**src/rtl/uart_pkg.sv**
```systemverilog
// -----------------------------------------------------------------------------
// uart_pkg
//   Definitions shared by the UART receive and transmit blocks of the 8N1 link.
//   Contents:
//     DATA_BITS            - payload bits per frame (8N1 => 8)
//     DEFAULT_CLKS_PER_BIT - system clocks per serial bit (50 MHz / 9600 baud)
//     uart_state_e         - frame-level state encoding
//     half_bit()           - clock count to the centre of the start bit
// -----------------------------------------------------------------------------
package uart_pkg;

    localparam int DATA_BITS            = 8;
    localparam int DEFAULT_CLKS_PER_BIT = 5208;

    typedef enum logic [2:0] {
        WAIT_IDLE,  // waiting for the line to be seen high before arming
        IDLE,       // armed, looking for a start-bit falling edge
        START,      // timing out to the centre of the start bit
        DATA,       // sampling the payload bits, LSB first
        STOP        // sampling the stop bit
    } uart_state_e;

    // Integer division: for odd bit periods the start sample lands just
    // before the true centre, which still leaves margin on both sides.
    function automatic int half_bit(input int clks_per_bit);
        return clks_per_bit / 2;
    endfunction

endpackage

```
**src/rtl/uart_rx_if.sv**
```systemverilog
// -----------------------------------------------------------------------------
// uart_rx_if
//   Bundles the serial input and the byte-level outputs of the UART receiver.
//   Signals:
//     rx          - serial line, idles high, asynchronous to the system clock
//     rx_data     - last correctly received byte
//     rx_done     - one-cycle strobe when rx_data is updated
//     busy        - a frame is being received
//     frame_error - one-cycle strobe when the stop bit was sampled low
//   Modports:
//     master - environment side: drives rx, consumes the byte outputs
//     slave  - receiver side: consumes rx, drives the byte outputs
// -----------------------------------------------------------------------------
interface uart_rx_if;
    import uart_pkg::*;

    logic                 rx;
    logic [DATA_BITS-1:0] rx_data;
    logic                 rx_done;
    logic                 busy;
    logic                 frame_error;

    modport master (
        output rx,
        input  rx_data,
        input  rx_done,
        input  busy,
        input  frame_error
    );

    modport slave (
        input  rx,
        output rx_data,
        output rx_done,
        output busy,
        output frame_error
    );

endinterface

```
**src/rtl/uart_rx_baud_counter.sv**
```systemverilog
// -----------------------------------------------------------------------------
// baud_counter_RX
//   Free-running bit-period counter for the UART receiver. The owner clears
//   it on every state entry and every sample, so the ticks are always
//   measured from the most recent decision point.
//   Ports:
//     clk       - system clock, rising edge
//     reset     - asynchronous, active-high reset
//     clear     - synchronous clear; counter reads 0 in the next cycle
//     half_tick - count has reached HALF-1 (centre of the start bit)
//     full_tick - count has reached CLKS_PER_BIT-1 (one full bit period)
//   CLKS_PER_BIT must be at least 4 so HALF-1 and CLKS_PER_BIT-1 are distinct
//   non-zero counts.
// -----------------------------------------------------------------------------
module baud_counter_RX
    import uart_pkg::*;
#(
    parameter int CLKS_PER_BIT = DEFAULT_CLKS_PER_BIT
) (
    input  logic clk,
    input  logic reset,
    input  logic clear,
    output logic half_tick,
    output logic full_tick
);

    localparam int CNT_W = $clog2(CLKS_PER_BIT);

    localparam logic [CNT_W-1:0] HALF_LAST = CNT_W'(half_bit(CLKS_PER_BIT) - 1);
    localparam logic [CNT_W-1:0] FULL_LAST = CNT_W'(CLKS_PER_BIT - 1);

    logic [CNT_W-1:0] cnt;

    assign half_tick = (cnt == HALF_LAST);
    assign full_tick = (cnt == FULL_LAST);

    // Wrapping at the full count keeps the counter inside its range even in
    // states that do not clear it explicitly.
    // NOTE: sequential state is written with non-blocking assignments so every
    // flop samples pre-edge values, independent of process ordering.
    always_ff @(posedge clk or posedge reset) begin
        if (reset) begin
            cnt <= '0;
        end else if (clear || full_tick) begin
            cnt <= '0;
        end else begin
            cnt <= cnt + 1'b1;
        end
    end

endmodule

```
**src/rtl/uart_rx.sv**
```systemverilog
// -----------------------------------------------------------------------------
// uart_rx
//   Receive end of the 8N1 serial link. The asynchronous line is brought into
//   the clock domain through a two-flop synchronizer, a falling edge arms the
//   start-bit check, and each bit is sampled at its centre using
//   baud_counter_RX. A good frame loads rx_data and pulses rx_done; a low
//   stop bit pulses frame_error and leaves rx_data untouched.
//   Ports:
//     clk   - system clock, rising edge
//     reset - asynchronous, active-high reset
//     bus   - uart_rx_if.slave: rx in; rx_data, rx_done, busy, frame_error out
//   Parameter:
//     CLKS_PER_BIT - system clocks per serial bit, at least 4
// -----------------------------------------------------------------------------
module uart_rx
    import uart_pkg::*;
#(
    parameter int CLKS_PER_BIT = DEFAULT_CLKS_PER_BIT
) (
    input  logic     clk,
    input  logic     reset,
    uart_rx_if.slave bus
);

    localparam logic [2:0] LAST_IDX = 3'(DATA_BITS - 1);

    // Synchronizer
    logic rx_meta;
    logic rx_s;

    // State machine
    uart_state_e state;
    uart_state_e state_next;

    // Datapath
    logic [2:0]           bit_idx;
    logic [DATA_BITS-1:0] shift_reg;

    // Baud counter interface
    logic cnt_clear;
    logic half_tick;
    logic full_tick;

    // Per-cycle decisions from the state machine
    logic shift_en;
    logic idx_clear;
    logic load_data;
    logic done_next;
    logic ferr_next;
    logic busy_next;

    // Registered outputs
    logic [DATA_BITS-1:0] rx_data_q;
    logic                 rx_done_q;
    logic                 busy_q;
    logic                 frame_error_q;

    // -------------------------------------------------------------------------
    // Two-flop synchronizer. Both flops reset low, so rx_s reads 0 straight
    // after reset; WAIT_IDLE keeps that from looking like a start bit.
    // -------------------------------------------------------------------------
    always_ff @(posedge clk or posedge reset) begin
        if (reset) begin
            rx_meta <= 1'b0;
            rx_s    <= 1'b0;
        end else begin
            rx_meta <= bus.rx;
            rx_s    <= rx_meta;
        end
    end

    baud_counter_RX #(
        .CLKS_PER_BIT (CLKS_PER_BIT)
    ) u_baud_counter (
        .clk       (clk),
        .reset     (reset),
        .clear     (cnt_clear),
        .half_tick (half_tick),
        .full_tick (full_tick)
    );

    // -------------------------------------------------------------------------
    // State register
    // -------------------------------------------------------------------------
    always_ff @(posedge clk or posedge reset) begin
        if (reset) begin
            state <= WAIT_IDLE;
        end else begin
            state <= state_next;
        end
    end

    // -------------------------------------------------------------------------
    // Next-state and control decode. The counter is held clear in both idle
    // states so the first cycle of START always sees a count of 0.
    // -------------------------------------------------------------------------
    // NOTE: every output of this block is given a default before the case so
    // no path leaves a signal unassigned, which would otherwise infer a latch.
    always_comb begin
        state_next = state;
        cnt_clear  = 1'b0;
        shift_en   = 1'b0;
        idx_clear  = 1'b0;
        load_data  = 1'b0;
        done_next  = 1'b0;
        ferr_next  = 1'b0;

        case (state)
            WAIT_IDLE: begin
                cnt_clear = 1'b1;
                if (rx_s) begin
                    state_next = IDLE;
                end
            end

            IDLE: begin
                cnt_clear = 1'b1;
                if (!rx_s) begin
                    state_next = START;
                end
            end

            START: begin
                if (half_tick) begin
                    cnt_clear = 1'b1;
                    if (!rx_s) begin
                        idx_clear  = 1'b1;
                        state_next = DATA;
                    end else begin
                        // Line back high at mid-start: a glitch, not a frame.
                        state_next = IDLE;
                    end
                end
            end

            DATA: begin
                if (full_tick) begin
                    cnt_clear = 1'b1;
                    shift_en  = 1'b1;
                    if (bit_idx == LAST_IDX) begin
                        state_next = STOP;
                    end
                end
            end

            STOP: begin
                if (full_tick) begin
                    cnt_clear = 1'b1;
                    if (rx_s) begin
                        load_data  = 1'b1;
                        done_next  = 1'b1;
                        state_next = IDLE;
                    end else begin
                        // A low stop bit may be a break or a stuck line: wait
                        // for it to go high before looking for another start.
                        ferr_next  = 1'b1;
                        state_next = WAIT_IDLE;
                    end
                end
            end

            default: begin
                state_next = WAIT_IDLE;
            end
        endcase

        // Registering busy from the next state makes it rise the cycle after
        // the start edge is seen and fall together with the end-of-frame strobe.
        busy_next = (state_next == START) || (state_next == DATA) ||
                    (state_next == STOP);
    end

    // -------------------------------------------------------------------------
    // Shift register, bit index and registered outputs
    // -------------------------------------------------------------------------
    always_ff @(posedge clk or posedge reset) begin
        if (reset) begin
            bit_idx       <= '0;
            shift_reg     <= '0;
            rx_data_q     <= '0;
            rx_done_q     <= 1'b0;
            busy_q        <= 1'b0;
            frame_error_q <= 1'b0;
        end else begin
            if (idx_clear) begin
                bit_idx <= '0;
            end else if (shift_en) begin
                bit_idx <= bit_idx + 1'b1;
            end

            // LSB arrives first, so bit_idx addresses the payload directly.
            if (shift_en) begin
                shift_reg[bit_idx] <= rx_s;
            end

            if (load_data) begin
                rx_data_q <= shift_reg;
            end

            rx_done_q     <= done_next;
            frame_error_q <= ferr_next;
            busy_q        <= busy_next;
        end
    end

    assign bus.rx_data     = rx_data_q;
    assign bus.rx_done     = rx_done_q;
    assign bus.busy        = busy_q;
    assign bus.frame_error = frame_error_q;

endmodule

```
**src/flat_wrapper.sv**
```systemverilog
// flat-port wrapper written by rule: the top's interface ports become plain ports
module uart_rx_flat import uart_pkg::*;
#(
    parameter int CLKS_PER_BIT = DEFAULT_CLKS_PER_BIT
)
  (clk, reset, bus_rx, bus_rx_data, bus_rx_done, bus_busy, bus_frame_error);
  uart_rx_if bus_i ();
  input  logic clk;
  input  logic reset;
  input wire logic [$bits(bus_i.rx)-1:0] bus_rx;
  output wire logic [$bits(bus_i.rx_data)-1:0] bus_rx_data;
  output wire logic [$bits(bus_i.rx_done)-1:0] bus_rx_done;
  output wire logic [$bits(bus_i.busy)-1:0] bus_busy;
  output wire logic [$bits(bus_i.frame_error)-1:0] bus_frame_error;
  assign bus_i.rx = bus_rx;
  assign bus_rx_data = bus_i.rx_data;
  assign bus_rx_done = bus_i.rx_done;
  assign bus_busy = bus_i.busy;
  assign bus_frame_error = bus_i.frame_error;
  uart_rx #(.CLKS_PER_BIT(CLKS_PER_BIT)) u_core (.clk(clk), .reset(reset), .bus(bus_i));
endmodule
```
**config.mk**
```make
export PLATFORM = sky130hd
export DESIGN_NAME = uart_rx_flat
export DESIGN_NICKNAME = d
export VERILOG_FILES = /design/src/rtl/uart_pkg.sv /design/src/rtl/uart_rx_if.sv /design/src/rtl/uart_rx_baud_counter.sv /design/src/rtl/uart_rx.sv /design/src/flat_wrapper.sv
export SDC_FILE = /design/constraint.sdc
export NUM_CORES = 1
export LEC_CHECK = 0
export ABC_AREA = 0
export CORE_MARGIN = 2
export CORE_UTILIZATION = 46
export CTS_CLUSTER_DIAMETER = 50
export DETAILED_ROUTE_END_ITERATION = 10
export PLACE_DENSITY = 0.74
export SLEW_MARGIN = 30
export SYNTH_ARGS = -nofsm -noshare
export SYNTH_HDL_FRONTEND = slang
export SYNTH_SLANG_ARGS = --single-unit
```
**constraint.sdc**
```tcl
create_clock -name clk -period 2.92 [get_ports clk]
set_input_delay 0.584 -clock clk [delete_from_list [all_inputs] [get_ports clk]]
set_output_delay 0.584 -clock clk [all_outputs]
set_load 0.02 [all_outputs]
```
==> flow_summary.html, run 1 <==
<table>
<tr><th>Metric</th><th>Value</th></tr>
<tr><th colspan="2">Run status</th></tr>
<tr><td>Status</td><td>complete, no violations</td></tr>
<tr><th colspan="2">CTS</th></tr>
<tr><td>Clock Sink Count</td><td>40</td></tr>
<tr><td>Hold buffer count at CTS</td><td>0</td></tr>
<tr><td>Number of buffers created by CTS</td><td>5</td></tr>
<tr><td>Htree depth</td><td>2</td></tr>
<tr><td>Insertion delay of the later-clocked pin in the worst-skew pair</td><td>300 ps</td></tr>
<tr><td>Root buffer cell</td><td>clkbuf_8</td></tr>
<tr><td>Post CTS Setup Buffer Count</td><td>0</td></tr>
<tr><td>Buffer depth of the longest clock path</td><td>2</td></tr>
<tr><td>Post-CTS clock slew at the launch and capture registers of the worst setup and hold paths</td><td>80 ps</td></tr>
<tr><td>CTS tree</td><td>yes</td></tr>
<tr><td>Count of instances resized after the clock tree is built</td><td>0</td></tr>
<tr><th colspan="2">Global route</th></tr>
<tr><td>Global-route wire length before repair</td><td>roughly 5.9 mm</td></tr>
<tr><td>Pin count of the biggest net entering global routing</td><td>27</td></tr>
<tr><td>Global router's overall resource usage</td><td>0.180</td></tr>
<tr><td>Antenna violations before repair</td><td>0</td></tr>
<tr><td>Overflow after GRT</td><td>0</td></tr>
<tr><td>Number of global-route vias before repair</td><td>1,350</td></tr>
<tr><th colspan="2">Placed design</th></tr>
<tr><td>Number of input and output port buffers inserted</td><td>13</td></tr>
<tr><td>Pre-CTS setup slack</td><td>around 700 ps</td></tr>
<tr><td>Weighted congestion at the end of routability-driven global placement</td><td>roughly 0.9</td></tr>
<tr><td>Post-detail-place hpwl</td><td>2.64 mm</td></tr>
<tr><td>Post-Place Cells</td><td>about 230</td></tr>
<tr><th colspan="2">Synth</th></tr>
<tr><td>Synthesized instance count</td><td>between 150 and 200</td></tr>
<tr><td>Count of state elements after synthesis</td><td>40</td></tr>
<tr><td>Post-synthesis cell area</td><td>between 1500 and 2000 um^2</td></tr>
<tr><td>Seq/Total Area, Yosys</td><td>0.526</td></tr>
<tr><td>Total of warnings raised by yosys</td><td>0</td></tr>
<tr><td>Number of nets produced by synthesis</td><td>around 180</td></tr>
<tr><td>Cell type with the largest total area after synthesis</td><td>dfrtp_1</td></tr>
<tr><td>Synthesized area divided by synthesized cell count</td><td>11.1 um^2</td></tr>
<tr><td>Count of distinct cell types in the synthesized netlist</td><td>31</td></tr>
<tr><td>Top-area cell type share of the netlist area</td><td>0.526</td></tr>
<tr><td>Area contributors post-synth</td><td>dfrtp_1 (53%), mux2_2 (7.1%), nor3_1 (4.2%)</td></tr>
<tr><th colspan="2">Layout</th></tr>
<tr><td>Fin util</td><td>0.538</td></tr>
<tr><td>Final-stage net count</td><td>around 190</td></tr>
<tr><td>Non-filler instance count after layout</td><td>around 240</td></tr>
<tr><td>Area Overhead vs Synth</td><td>13.0%</td></tr>
<tr><td>Leading cell types in the layout, fill and taps excluded</td><td>dfrtp_1 (40), nor2_1 (16), nor3_1 (16)</td></tr>
<tr><td>Number of flip-flops under the largest register name</td><td>13</td></tr>
<tr><td>Commonest non-fill, non-tap cell in the layout</td><td>dfrtp_1</td></tr>
<tr><td>Proportion of layout cells with a drive suffix above 1</td><td>0.168</td></tr>
<tr><td>ANT cells</td><td>0</td></tr>
<tr><th colspan="2">STA</th></tr>
<tr><td>Max_slew headroom</td><td>0.625</td></tr>
<tr><td>Count of final max-slew check failures</td><td>0</td></tr>
<tr><td>RSZ-0062 raised after global routing</td><td>false</td></tr>
<tr><td>Final critical delay including setup and external delays</td><td>between 2000 and 2500 ps</td></tr>
<tr><td>Tightest Pin Transition</td><td>around 560 ps</td></tr>
<tr><td>Sum of negative setup slack</td><td>0 ps</td></tr>
<tr><td>Max Fclk</td><td>0.450 GHz</td></tr>
<tr><td>Final cycle utilization of the critical path</td><td>0.761</td></tr>
<tr><td>Post-layout worst setup margin</td><td>between 600 and 700 ps</td></tr>
<tr><td>Fin Clk Skew</td><td>around 5.6 ps</td></tr>
<tr><td>Number of failing setup endpoints in the final timing report</td><td>0</td></tr>
<tr><td>Hold Fails Final Rpt</td><td>0</td></tr>
<tr><th colspan="2">Drt</th></tr>
<tr><td>DRC marker count from the first detailed-route iteration</td><td>slightly below 80</td></tr>
<tr><td>DRC errors left</td><td>0</td></tr>
<tr><td>Total via count after detailed routing</td><td>~1,300</td></tr>
<tr><td>Wire per inst</td><td>between 15 and 20 um</td></tr>
<tr><td>DR pass1 iterations</td><td>4</td></tr>
<tr><td>Total length of routed wires</td><td>approximately 3.6 mm</td></tr>
<tr><td>Antenna-violating nets left</td><td>0</td></tr>
<tr><td>Vias per std cell</td><td>5.74</td></tr>
<tr><th colspan="2">Floorplan</th></tr>
<tr><td>Placeable core region</td><td>4000 um^2</td></tr>
<tr><td>Die Ht</td><td>roughly 68 um</td></tr>
<tr><td>IO Pins</td><td>14</td></tr>
<tr><td>Number of rows in the core area</td><td>23</td></tr>
<tr><td>Full die area</td><td>about 4700 um^2</td></tr>
<tr><td>Die span in x</td><td>between 60 and 70 um</td></tr>
<tr><td>Initial core utilization</td><td>0.476</td></tr>
<tr><th colspan="2">Hold path</th></tr>
<tr><td>Path type of the worst min-delay path</td><td>register to register</td></tr>
<tr><td>Min-Delay Startpoint</td><td>u_core.rx_meta</td></tr>
<tr><th colspan="2">Power and ir drop</th></tr>
<tr><td>Power density over cell area</td><td>574 nW/um^2</td></tr>
<tr><td>Max IR drop VDD</td><td>between 0.3 and 0.4 mV</td></tr>
<tr><td>Static leakage</td><td>slightly below 0.9 nW</td></tr>
<tr><th colspan="2">Setup path</th></tr>
<tr><td>Required time of the critical path</td><td>around 3000 ps</td></tr>
<tr><td>Largest fanout of any net on the critical path</td><td>13</td></tr>
<tr><td>Worst path arrival time</td><td>approximately 2400 ps</td></tr>
<tr><td>Element type at the critical path start</td><td>register</td></tr>
<tr><td>Critical path startpoint</td><td>u_core.u_baud_counter.cnt[2]</td></tr>
<tr><td>Worst reg2reg startpoint</td><td>u_core.u_baud_counter.cnt[2]</td></tr>
<tr><td>Crit. End Element</td><td>register</td></tr>
<tr><td>Class of the most critical setup path</td><td>register to register</td></tr>
<tr><th colspan="2">Run</th></tr>
<tr><td>Maximum Capacitance Violations</td><td>0</td></tr>
</table>
==> layer usage <==
| metal | share of wire | vias to the layer above | track usage | routed length [um] |
|---|---|---|---|---|
| met4 | 0.027 | 0 | 0.108 | 98 |
| met1 | 0.41 | 658 | 0.204 | 1500 |
| li1 | - | 637 | - | - |
| met5 | 0 | - | 0 | 0 |
| met3 | 0.052 | 13 | 0.0641 | 190 |
| met2 | 0.51 | 41 | 0.291 | 1840 |
==> cells in the mapped netlist <==
cell / count
o32ai_4: 1
nor2_1: 16
nand3b_1: 2
and4bb_2: 3
nand4_1: 3
o21ai_0: 4
o21bai_1: 2
nor3_1: 16
a21oi_1: 3
or4b_4: 1
o31ai_1: 6
xor2_1: 3
and3_1: 1
buf_6: 2
nor4_1: 1
xnor2_1: 9
o2bb2ai_1: 1
mux2_2: 12
nand3_1: 15
ha_1: 3
clkbuf_1: 7
inv_1: 3
and3b_1: 1
or4_4: 2
or4bb_1: 1
nor2b_1: 1
dfrtp_1: 40
or2_2: 1
nor4b_1: 1
nand2_1: 9
nor4b_4: 1
==> cell type report <==
class | instances | area (um^2)
Clock inverter | 2 | 12.5
Clock buffer | 5 | 68.8
Fill cell | 341 | 1850
Inverter | 3 | 11.3
Sequential cell | 40 | 1000
Tap cell | 50 | 62.6
Timing Repair Buffer | 16 | 153
Multi-Input combinational cell | 119 | 843
==> through the flow <==
| step | instance area (um^2) | hold WS, ps | total power [mW] |
|---|---|---|---|
| after floorplan | 1900 | 331 | 0.849 |
| after global placement | 2070 | 337 | 0.872 |
| after detailed placement | 2070 | 354 | 0.893 |
| after CTS | 2150 | 366 | 1.24 |
| after global routing | 2150 | 369 | 1.30 |
| final | 2150 | 362 | 1.24 |
==> worst paths after layout <==
check / slack, ps / cells after the start / end
min in group asynchronous: 630 / 2 / u_core.u_baud_counter.cnt[11]
setup reg to reg: 700 / 4 / u_core.u_baud_counter.cnt[6]
hold / removal: 360 / 0 / u_core.rx_s
hold reg to reg: 360 / 0 / u_core.rx_s
setup / recovery: 700 / 4 / u_core.u_baud_counter.cnt[6]
max in group asynchronous: 1560 / 3 / u_core.bus.rx_data[7]
==> cells by family after synthesis <==
family / share of synthesized area
compound gates: 0.0690
xor+xnor: 0.0552
fa+ha+maj: 0.0197
buf+inv: 0.0315
flops: 0.526
mux: 0.0710
simple gates: 0.228
==> worst max-delay path, cell delays in order (launching register included) <==
cell,delay (ps)
dfrtp_1,460
or4b_4,570
or4_4,440
o32ai_4,500
nor3_1,120
==> power breakdown <==
group          internal, mW  switching [mW]  leakage, nW
clock network         0.162           0.189       0.0400
registers             0.607          0.0879        0.528
logic                0.0848           0.104        0.324
total                 0.854           0.381        0.891
Power figures use the tool's default switching activity.
==> inputs of run 2 (changes only) <==
==> constraint.sdc (replaced) <==
create_clock -name clk -period 2.25 [get_ports clk]
set_input_delay 0.45 -clock clk [delete_from_list [all_inputs] [get_ports clk]]
set_output_delay 0.45 -clock clk [all_outputs]
set_load 0.02 [all_outputs]
==> flow_summary.html, run 2 (synthesis results as in run 1) <==
<table>
<tr><th>Metric</th><th>Value</th></tr>
<tr><th colspan="2">Run status</th></tr>
<tr><td>Status</td><td>complete, no violations</td></tr>
<tr><th colspan="2">CTS</th></tr>
<tr><td>Clock Sink Count</td><td>40</td></tr>
<tr><td>Insertion delay of the later-clocked pin in the worst-skew pair</td><td>290 ps</td></tr>
<tr><td>Number of buffers created by CTS</td><td>5</td></tr>
<tr><td>Root buffer cell</td><td>clkbuf_8</td></tr>
<tr><td>Post CTS Setup Buffer Count</td><td>0</td></tr>
<tr><td>Htree depth</td><td>2</td></tr>
<tr><td>CTS tree</td><td>yes</td></tr>
<tr><td>Hold buffer count at CTS</td><td>0</td></tr>
<tr><td>Post-CTS clock slew at the launch and capture registers of the worst setup and hold paths</td><td>~70 ps</td></tr>
<tr><td>Buffer depth of the longest clock path</td><td>2</td></tr>
<tr><td>Count of instances resized after the clock tree is built</td><td>0</td></tr>
<tr><th colspan="2">Floorplan</th></tr>
<tr><td>Initial core utilization</td><td>0.476</td></tr>
<tr><td>Die span in x</td><td>approximately 70 um</td></tr>
<tr><td>IO Pins</td><td>14</td></tr>
<tr><td>Placeable core region</td><td>4000 um^2</td></tr>
<tr><td>Full die area</td><td>roughly 4700 um^2</td></tr>
<tr><td>Die Ht</td><td>68.3 um</td></tr>
<tr><td>Number of rows in the core area</td><td>23</td></tr>
<tr><th colspan="2">STA</th></tr>
<tr><td>Max Fclk</td><td>0.491 GHz</td></tr>
<tr><td>Final critical delay including setup and external delays</td><td>about 2000 ps</td></tr>
<tr><td>Number of failing setup endpoints in the final timing report</td><td>0</td></tr>
<tr><td>Hold Fails Final Rpt</td><td>0</td></tr>
<tr><td>RSZ-0062 raised after global routing</td><td>false</td></tr>
<tr><td>Tightest Pin Transition</td><td>slightly below 500 ps</td></tr>
<tr><td>Final cycle utilization of the critical path</td><td>0.905</td></tr>
<tr><td>Max_slew headroom</td><td>0.672</td></tr>
<tr><td>Sum of negative setup slack</td><td>0 ps</td></tr>
<tr><td>Count of final max-slew check failures</td><td>0</td></tr>
<tr><td>Fin Clk Skew</td><td>around 11 ps</td></tr>
<tr><th colspan="2">Drt</th></tr>
<tr><td>Total via count after detailed routing</td><td>roughly 1,300</td></tr>
<tr><td>DRC marker count from the first detailed-route iteration</td><td>126</td></tr>
<tr><td>Vias per std cell</td><td>between 5 and 6</td></tr>
<tr><td>Wire per inst</td><td>between 10 and 15 um</td></tr>
<tr><td>Antenna-violating nets left</td><td>0</td></tr>
<tr><td>Total length of routed wires</td><td>approximately 3.4 mm</td></tr>
<tr><td>DR pass1 iterations</td><td>4</td></tr>
<tr><td>DRC errors left</td><td>0</td></tr>
<tr><th colspan="2">Layout</th></tr>
<tr><td>Number of flip-flops under the largest register name</td><td>13</td></tr>
<tr><td>Commonest non-fill, non-tap cell in the layout</td><td>dfrtp_1</td></tr>
<tr><td>Leading cell types in the layout, fill and taps excluded</td><td>dfrtp_1 (40), nor2_1 (16), nor3_1 (16)</td></tr>
<tr><td>Filler instances</td><td>about 340</td></tr>
<tr><td>ANT cells</td><td>0</td></tr>
<tr><td>Area Overhead vs Synth</td><td>15.2%</td></tr>
<tr><td>Fin util</td><td>0.549</td></tr>
<tr><td>Non-filler instance count after layout</td><td>239</td></tr>
<tr><td>Proportion of layout cells with a drive suffix above 1</td><td>0.185</td></tr>
<tr><td>Final-stage net count</td><td>195</td></tr>
<tr><td>Final instance area</td><td>between 2000 and 2500 um^2</td></tr>
<tr><th colspan="2">Setup path</th></tr>
<tr><td>Crit. End Element</td><td>register</td></tr>
<tr><td>Cell family with most CP delay</td><td>simple AND/OR/NAND/NOR gates</td></tr>
<tr><td>Slowest cell on the critical path</td><td>or4_4</td></tr>
<tr><td>Worst path cell trace</td><td>or4b_4, or4_4, nor4b_4, nor2_1</td></tr>
<tr><td>Element type at the critical path start</td><td>register</td></tr>
<tr><td>Worst path arrival time</td><td>roughly 2200 ps</td></tr>
<tr><td>Class of the most critical setup path</td><td>register to register</td></tr>
<tr><td>Required time of the critical path</td><td>approximately 2400 ps</td></tr>
<tr><td>Delay contributed by the slowest stage of the critical path</td><td>between 500 and 600 ps</td></tr>
<tr><td>Largest fanout of any net on the critical path</td><td>6</td></tr>
<tr><td>Buffers and inverters on the worst path</td><td>0</td></tr>
<tr><th colspan="2">Placed design</th></tr>
<tr><td>Weighted congestion at the end of routability-driven global placement</td><td>about 0.94</td></tr>
<tr><td>Post-detail-place hpwl</td><td>~2.5 mm</td></tr>
<tr><td>Number of input and output port buffers inserted</td><td>13</td></tr>
<tr><td>Post-Place Cells</td><td>approximately 230</td></tr>
<tr><td>Placed cell area</td><td>around 2100 um^2</td></tr>
<tr><th colspan="2">Global route</th></tr>
<tr><td>Number of global-route vias before repair</td><td>1,352</td></tr>
<tr><td>Pin count of the biggest net entering global routing</td><td>41</td></tr>
<tr><td>Global router's overall resource usage</td><td>0.174</td></tr>
<tr><td>Antenna violations before repair</td><td>0</td></tr>
<tr><td>Overflow after GRT</td><td>0</td></tr>
<tr><td>Global-route wire length before repair</td><td>6.08 mm</td></tr>
<tr><th colspan="2">Run</th></tr>
<tr><td>Maximum Capacitance Violations</td><td>0</td></tr>
<tr><th colspan="2">Power and ir drop</th></tr>
<tr><td>Static leakage</td><td>between 0.9 and 1 nW</td></tr>
<tr><td>Max IR drop VDD</td><td>0.413 mV</td></tr>
<tr><td>Power density over cell area</td><td>around 730 nW/um^2</td></tr>
<tr><td>Total Power Consumption</td><td>about 1.6 mW</td></tr>
<tr><th colspan="2">Hold path</th></tr>
<tr><td>Path type of the worst min-delay path</td><td>register to register</td></tr>
</table>
run 2: cell count changes in the layout (fill, tap and decap cells not counted):
| cell | delta |
|---|---|
| buf_12 | +1 |
| buf_4 | +3 |
run 2: per-layer routing:
metal,global-route usage,wire [um],vias up
li1,-,-,648
met1,0.232,1570,636
met2,0.269,1680,28
met3,0.0378,126,7
met4,0.0800,40,0
met5,0,0,-
run 2: stage by stage:
step,hold WS [ps],worst slack (ps)
floorplan,331,208
CTS,361,208
global route,377,4.63
global placement,336,261
finish,357,215
detailed placement,344,217
run 2: final cells by class:
| type | count | area (um^2) | share of cell area |
|---|---|---|---|
| well taps | 50 | 62.6 | 0.0285 |
| multi-input cells | 119 | 843 | 0.384 |
| inverters | 3 | 11.3 | 0.00513 |
| clock buffers | 5 | 68.8 | 0.0314 |
| repair buffers | 20 | 195 | 0.0889 |
| flip-flops and latches | 40 | 1000 | 0.456 |
| clock inverters | 2 | 12.5 | 0.00570 |
run 2: report_power, final:
part | internal [mW] | switching [mW] | total [mW]
clock network | 0.210 | 0.233 | 0.443
registers | 0.788 | 0.0918 | 0.880
logic | 0.129 | 0.155 | 0.284
total | 1.13 | 0.480 | 1.61
run 2: path summary, 6_finish.rpt:
path                                                    from                           end  slack (ps)  depth (start not counted)
worst max-delay path            u_core.u_baud_counter.cnt[4]             u_core.bit_idx[0]         210                          4
worst min-delay path                          u_core.rx_meta                   u_core.rx_s         360                          0
worst max register to register  u_core.u_baud_counter.cnt[4]             u_core.bit_idx[0]         210                          4
worst min register to register                u_core.rx_meta                   u_core.rx_s         360                          0
max in group asynchronous                              reset        u_core.bus.frame_error        1320                          3
min in group asynchronous                              reset  u_core.u_baud_counter.cnt[2]         580                          3
